--- src/rtl/axis_pkt_arbiter.sv ---
// Packet-granular AXI-Stream arbiter: one grant is held from the first beat to tlast.
// Define AXIS_ARB_STRICT_PRIORITY_EN for fixed lowest-index-wins arbitration (default is round-robin).
module axis_pkt_arbiter #(
  parameter int AXI_DATA_WIDTH = 8,
  parameter int NUM_PORTS      = 2,
  parameter int PORT_ID_W      = $clog2(NUM_PORTS)
) (
  input  logic                                m_aclk,
  input  logic                                m_areset,
  input  logic [NUM_PORTS*AXI_DATA_WIDTH-1:0] s_axis_tdata,
  input  logic [NUM_PORTS-1:0]                s_axis_tvalid,
  input  logic [NUM_PORTS-1:0]                s_axis_tlast,
  output logic [NUM_PORTS-1:0]                s_axis_trdy,
  output logic [AXI_DATA_WIDTH-1:0]           m_axis_tdata,
  output logic                                m_axis_tvalid,
  output logic                                m_axis_tlast,
  input  logic                                m_axis_trdy,
  output logic [PORT_ID_W-1:0]                grant_id,
  output logic                                busy
);

  // Handshake: a beat moves when tvalid & trdy are both high at a rising edge;
  // trdy of the granted port is a pure copy of m_axis_trdy, every other trdy is 0.
  typedef enum logic {
    ST_IDLE = 1'b0,
    ST_XFER = 1'b1
  } state_e;

  state_e               state_q, state_d;
  logic [PORT_ID_W-1:0] grant_q, grant_d;
  logic [PORT_ID_W-1:0] pick;
  logic                 eop_beat;

`ifdef AXIS_ARB_STRICT_PRIORITY_EN
  always_comb begin
    pick = '0;
    for (int i = NUM_PORTS - 1; i >= 0; i--) begin
      if (s_axis_tvalid[i]) pick = PORT_ID_W'(i);
    end
  end
`else
  logic [PORT_ID_W-1:0] last_grant_q, last_grant_d;
  logic [PORT_ID_W-1:0] pick_hi, pick_lo;
  logic                 found_hi;

  // Lowest requester above last_grant wins; otherwise wrap to the lowest requester overall.
  always_comb begin
    pick_hi  = '0;
    pick_lo  = '0;
    found_hi = 1'b0;
    for (int i = NUM_PORTS - 1; i >= 0; i--) begin
      if (s_axis_tvalid[i]) begin
        pick_lo = PORT_ID_W'(i);
        if (PORT_ID_W'(i) > last_grant_q) begin
          pick_hi  = PORT_ID_W'(i);
          found_hi = 1'b1;
        end
      end
    end
    pick = found_hi ? pick_hi : pick_lo;
  end

  always_comb begin
    last_grant_d = last_grant_q;
    if (state_q == ST_XFER && eop_beat) last_grant_d = grant_q;
  end

  always_ff @(posedge m_aclk or posedge m_areset) begin
    if (m_areset) last_grant_q <= PORT_ID_W'(NUM_PORTS - 1);
    else          last_grant_q <= last_grant_d;
  end
`endif

  always_ff @(posedge m_aclk or posedge m_areset) begin
    if (m_areset) begin
      state_q <= ST_IDLE;
      grant_q <= '0;
    end else begin
      state_q <= state_d;
      grant_q <= grant_d;
    end
  end

  always_comb begin
    state_d = state_q;
    grant_d = grant_q;
    case (state_q)
      ST_IDLE: begin
        if (|s_axis_tvalid) begin
          grant_d = pick;
          state_d = ST_XFER;
        end
      end
      ST_XFER: begin
        if (eop_beat) state_d = ST_IDLE;
      end
      default: state_d = ST_IDLE;
    endcase
  end

  // Outputs are combinational from the registered grant, so reset clears them immediately.
  always_comb begin
    m_axis_tdata  = '0;
    m_axis_tvalid = 1'b0;
    m_axis_tlast  = 1'b0;
    s_axis_trdy   = '0;
    busy          = 1'b0;
    if (state_q == ST_XFER) begin
      busy = 1'b1;
      for (int i = 0; i < NUM_PORTS; i++) begin
        if (PORT_ID_W'(i) == grant_q) begin
          m_axis_tdata   = s_axis_tdata[i*AXI_DATA_WIDTH +: AXI_DATA_WIDTH];
          m_axis_tvalid  = s_axis_tvalid[i];
          m_axis_tlast   = s_axis_tlast[i];
          s_axis_trdy[i] = m_axis_trdy;
        end
      end
    end
  end

  assign eop_beat = m_axis_tvalid & m_axis_trdy & m_axis_tlast;
  assign grant_id = grant_q;

endmodule

--- config.mk ---
export PLATFORM = sky130hd
export DESIGN_NAME = axis_pkt_arbiter
export DESIGN_NICKNAME = d
export VERILOG_FILES = /design/src/rtl/axis_pkt_arbiter.sv
export SDC_FILE = /design/constraint.sdc
export NUM_CORES = 1
export LEC_CHECK = 0
export ABC_AREA = 1
export CAP_MARGIN = 20
export CORE_AREA = 2 2 39 41
export CTS_BUF_LIST = sky130_fd_sc_hd__clkbuf_8
export CTS_CLUSTER_DIAMETER = 40
export CTS_CLUSTER_SIZE = 28
export DETAILED_ROUTE_END_ITERATION = 7
export DIE_AREA = 0 0 41 43
export HOLD_SLACK_MARGIN = 0.12
export PLACE_DENSITY = 0.74
export SLEW_MARGIN = 30
export SYNTH_ARGS = -nofsm -noshare
export SYNTH_HDL_FRONTEND = slang
export SYNTH_SLANG_ARGS = --single-unit
--- constraint.sdc ---
create_clock -name m_aclk -period 1.3 [get_ports m_aclk]
set_input_delay 0.26 -clock m_aclk [delete_from_list [all_inputs] [get_ports m_aclk]]
set_output_delay 0.26 -clock m_aclk [all_outputs]
set_load 0.01 [all_outputs]
=== Yosys cells after proc, flatten, opt, wreduce, memory -nomap -nowiden ===
Cells that the tools add are included.
Widths: inputs -> output; s select.

* Order comparisons: 2
* Multiplexer cells: 22
* Bitwise gates (word level): 3
* Reduce and logical (&&, ||, !) cells: 3

{| class="wikitable"
|+ Operators by type and width
! cell !! count
|-
| $mux 1 || 18
|-
| $mux 8 || 2
|-
| $and 1x1->1 || 2
|-
| $gt 1x1->1 const A || 2
|-
| $mux 2 || 1
|-
| $pmux 1 s2 || 1
|-
| $reduce_and 2->1 || 1
|-
| $reduce_or 2->1 || 1
|-
| $logic_and 1x1->1 || 1
|-
| $not 1->1 || 1
|}

* Register bits after elaboration: 3
* Logic and storage cells: 33

=== Longest topological paths before layout ===
* Depth in word-level cells: 6
* Gate-level depth with buffers: 7
* Depth with buffers taken out: 6

=== Least setup slack after synthesis ===
OpenSTA, ideal clock, no wires.

* Kind: register to output
* Start point: register state_q
* End point: output port s_axis_trdy[1]
* Cell stages (with the launch flop): 5
* Setup slack: 0.094 ns
* Path buffers: 2
* Arrival time: 0.946 ns
* Data required time: 1.040 ns
* Cells stage by stage: dfrtp_1 > buf_2 > buf_2 > nand2_1 > nor2_1

* Cells in the longest elaborated chain, start to end: 1

{| class="wikitable"
|+ RTL lines
! item !! line !! source
|-
| start, declared || 29 || <nowiki>state_e state_q, state_d;</nowiki>
|-
| start signal, assigned || 79 || <nowiki>state_q <= state_d;</nowiki>
|-
| $mux 2 || 108 || <nowiki>if (state_q == ST_XFER) begin</nowiki>
|-
| end, declared || 13 || <nowiki>output logic [NUM_PORTS-1:0] s_axis_trdy,</nowiki>
|}

Every way passes these cells.

=== Worst setup path in the final report ===
* Start point: register grant_q, in the netlist grant_id
* End point: output port m_axis_tvalid

* Cells in the longest elaborated chain, start to end: 2

{| class="wikitable"
|+ RTL lines
! item !! line !! source
|-
| start, declared || 30 || <nowiki>logic [PORT_ID_W-1:0] grant_q, grant_d;</nowiki>
|-
| start signal, assigned || 80 || <nowiki>grant_q <= grant_d;</nowiki>
|-
| $mux 1 || 111 || <nowiki>if (PORT_ID_W'(i) == grant_q) begin</nowiki>
|-
| $mux 1 || 108 ||
|-
| end, declared || 15 || <nowiki>output logic m_axis_tvalid,</nowiki>
|}

Every way passes these cells.

==> run summary <==
status: complete, but fails checks
failing checks: setup timing
mapped cell area: 334 um^2
Post-Syn Nets: 79
Yosys top cell area share: 0.285
worst slew pin tran: 0.208 ns
H-tree depth: 1
period utilization: 1.12
Final Critical Period: 1.46 ns
Final nets: 132
Seq cells post-synth: 3
I/O pin count: 37
Port Buffers: 36
Combinational Power Share: 0.758
synthesized netlist cell count: 56
initial DRC count: 10
switching share of power: 0.429
Pleak: 0.448 nW
Core Area: 1380 um^2
max-slew violation count: 0
Starting Density: 0.241
largest net degree at the start of global routing: 25
sequential-to-total area share from yosys stat: 0.228
TritonCTS clock tree: yes
data required time of the critical path: 1.04 ns
row count: 14
unique cell type count in the Yosys netlist: 14
Die Span X: 41 um
vias post-DR: 563
clock latency on the worst-skew pair: 0.21 ns
TritonCTS Buffers: 3
drt wl/cell: 10.1 um
cells on worst reg2reg path: 8
clock tree sinks: 3
max cap viols: 0
post-DP HPWL: 883 um
fillers: 128
Final Hold Vio Count: 0
register area: 77.6 um^2
CP Capture Type: output pin
reg2reg setup slack: 0.05 ns
ANT cells: 0
P_int: 1.07 mW
cell taking the most area after synthesis: nand3_1
area grow syn2layout: 162%
global-route wire length before repair: 1970 um
critical path data arrival time: 1.20 ns
GRT Util Overall: 0.158
area of the multi-input gates: 260 um^2
VDD IR-drop max: 852 uV
Placed Area: 771 um^2
crit start category: flip-flop
grt ovf: 0
slew margin rel.: 0.862
die footprint: 1760 um^2
vias in the first global route: 495
Psw: 0.807 mW
Setup CP Type: reg2out
initial antenna violation count: 0
syn avg cell area: 5.97 um^2
FF-to-FF Start: grant_id
layout cell share with drive strength beyond 1: 0.454
die extent in y: 43 um
Pwr Density: 2150 nW/um^2
final setup fails: 13
clock tree buffer depth: 2
YS warnings: 0
clock power share: 0.135
Root Driver: clkbuf_8
Final Core Density: 0.633
capture point of the worst reg-to-reg path: state_q
RSZ-0062 raised after global routing: true
Post-CTS Hold Fix Bufs: 0
clk_skew: 0.000156 ns
Flop pwr share: 0.106
drc violations: 0
gpl congestion: 0.592
fin area: 876 um^2
max frequency: 684 MHz
Reg clk slew, reported paths: 0.03 ns
Area contributors post-synth: nand3_1, nand2_1, dfrtp_1, dfstp_2, buf_2
crit-path max FO: 5
Pre-antenna DRT Iters: 4
Hold/Removal Path Class: in2async
Routed Wire Length: 1260 um
via density per instance: 4.54
setup ws final: -0.162 ns
antenna-violating nets left: 0
## power by group through the flow
stage                     logic (mW)  clock network (mW)  registers (mW)
after detailed placement        1.31                   0           0.199
after global placement          1.30                   0           0.197
final                           1.43               0.255           0.200
after global routing            1.56               0.275           0.208
after CTS                       1.40               0.261           0.205
after floorplan                0.603                   0           0.196
## repair_timing
item                                    4_1_cts  5_1_grt
pin swaps                                     7        1
setup buffers                                 6        2
cloned                                        1        0
endpoints found under the setup margin       14       14
resized for setup                            71        4
endpoints found under the hold margin         0        0
## per-stage QoR
stage                     power, mW  worst slack, ns  TNS, ns  hold WS (ns)  cells
after floorplan               0.799           0.0943        0        0.0129     56
after global placement         1.50           -0.407    -4.30         0.439    113
after detailed placement       1.51           -0.406    -4.40         0.447    113
after CTS                      1.86           -0.175    -1.68         0.232    123
after global routing           2.04           -0.212    -2.09         0.241    124
final                          1.88           -0.162    -1.49         0.232    124
## state kept, by name, summed over array words and instances (netlist names)
signal and count:
grant_id 1, last_grant_q 1, state_q 1
## cell usage after synthesis
cell type  number
nand2_1        18
buf_6           1
nand4_1         1
o21ai_1         1
dfstp_2         1
nand2_2         1
dfrtp_1         2
nand3_2         2
inv_1           2
o21bai_1        1
nand3_1        19
inv_2           1
buf_2           4
nor2_1          2
## layer usage
layer  wire [um]  GRT usage  up-vias
met4           6     0.0400        0
met3         159     0.0576        2
li1            -          -      290
met2         585      0.247       31
met1         504      0.199      240
met5           0          0        -
## area by class of cell
class / instances / area share
repair buffers: 52 / 0.510
multi-input cells: 45 / 0.297
flip-flops and latches: 3 / 0.0886
clock buffers: 3 / 0.0471
well taps: 16 / 0.0229
inverters: 3 / 0.0214
repair inverters: 1 / 0.00857
clock inverters: 1 / 0.00429
## critical path: stages, from the launching register on
cell and delay, ns:
dfrtp_2 0.42, clkinvlp_4 0.19, buf_6 0.16, nand3_2 0.05
nand2_2 0.06, buf_6 0.12
## worst max-delay path by stage
stage / from / endpoint / slack, ns / cells after the start
finish: grant_id / m_axis_tvalid / -0.16 / 5
global route: grant_id / m_axis_tvalid / -0.21 / 5
CTS: grant_id / m_axis_tvalid / -0.17 / 5
detailed placement: s_axis_tvalid[1] / m_axis_tvalid / -0.41 / 4
global placement: s_axis_tvalid[1] / m_axis_tvalid / -0.41 / 4
floorplan: state_q / s_axis_trdy[1] / 0.09 / 4
## layout by cell type (no fill, tap or decap)
cell and count:
nand2_2 3, nand3_2 10, nand4_1 1, nor2_1 2, clkdlybuf4s50_1 22, buf_2 11, nand3_1 11, inv_1 3
clkbuf_8 3, buf_6 8, clkbuf_2 1, nand2_1 16, o21bai_1 1, inv_8 1, dfrtp_1 1, dfstp_2 1
dfrtp_2 1, buf_4 9, o21ai_1 1, dlygate4sd2_1 1, clkinvlp_4 1
## cell families after synthesis
| family | share of synthesized area |
|---|---|
| and+or+nand+nor | 0.607 |
| AOI/OAI and AO/OA | 0.0374 |
| DFF | 0.228 |
| buffers and inverters | 0.127 |
No activity file was read; power rests on OpenSTA's default activity.
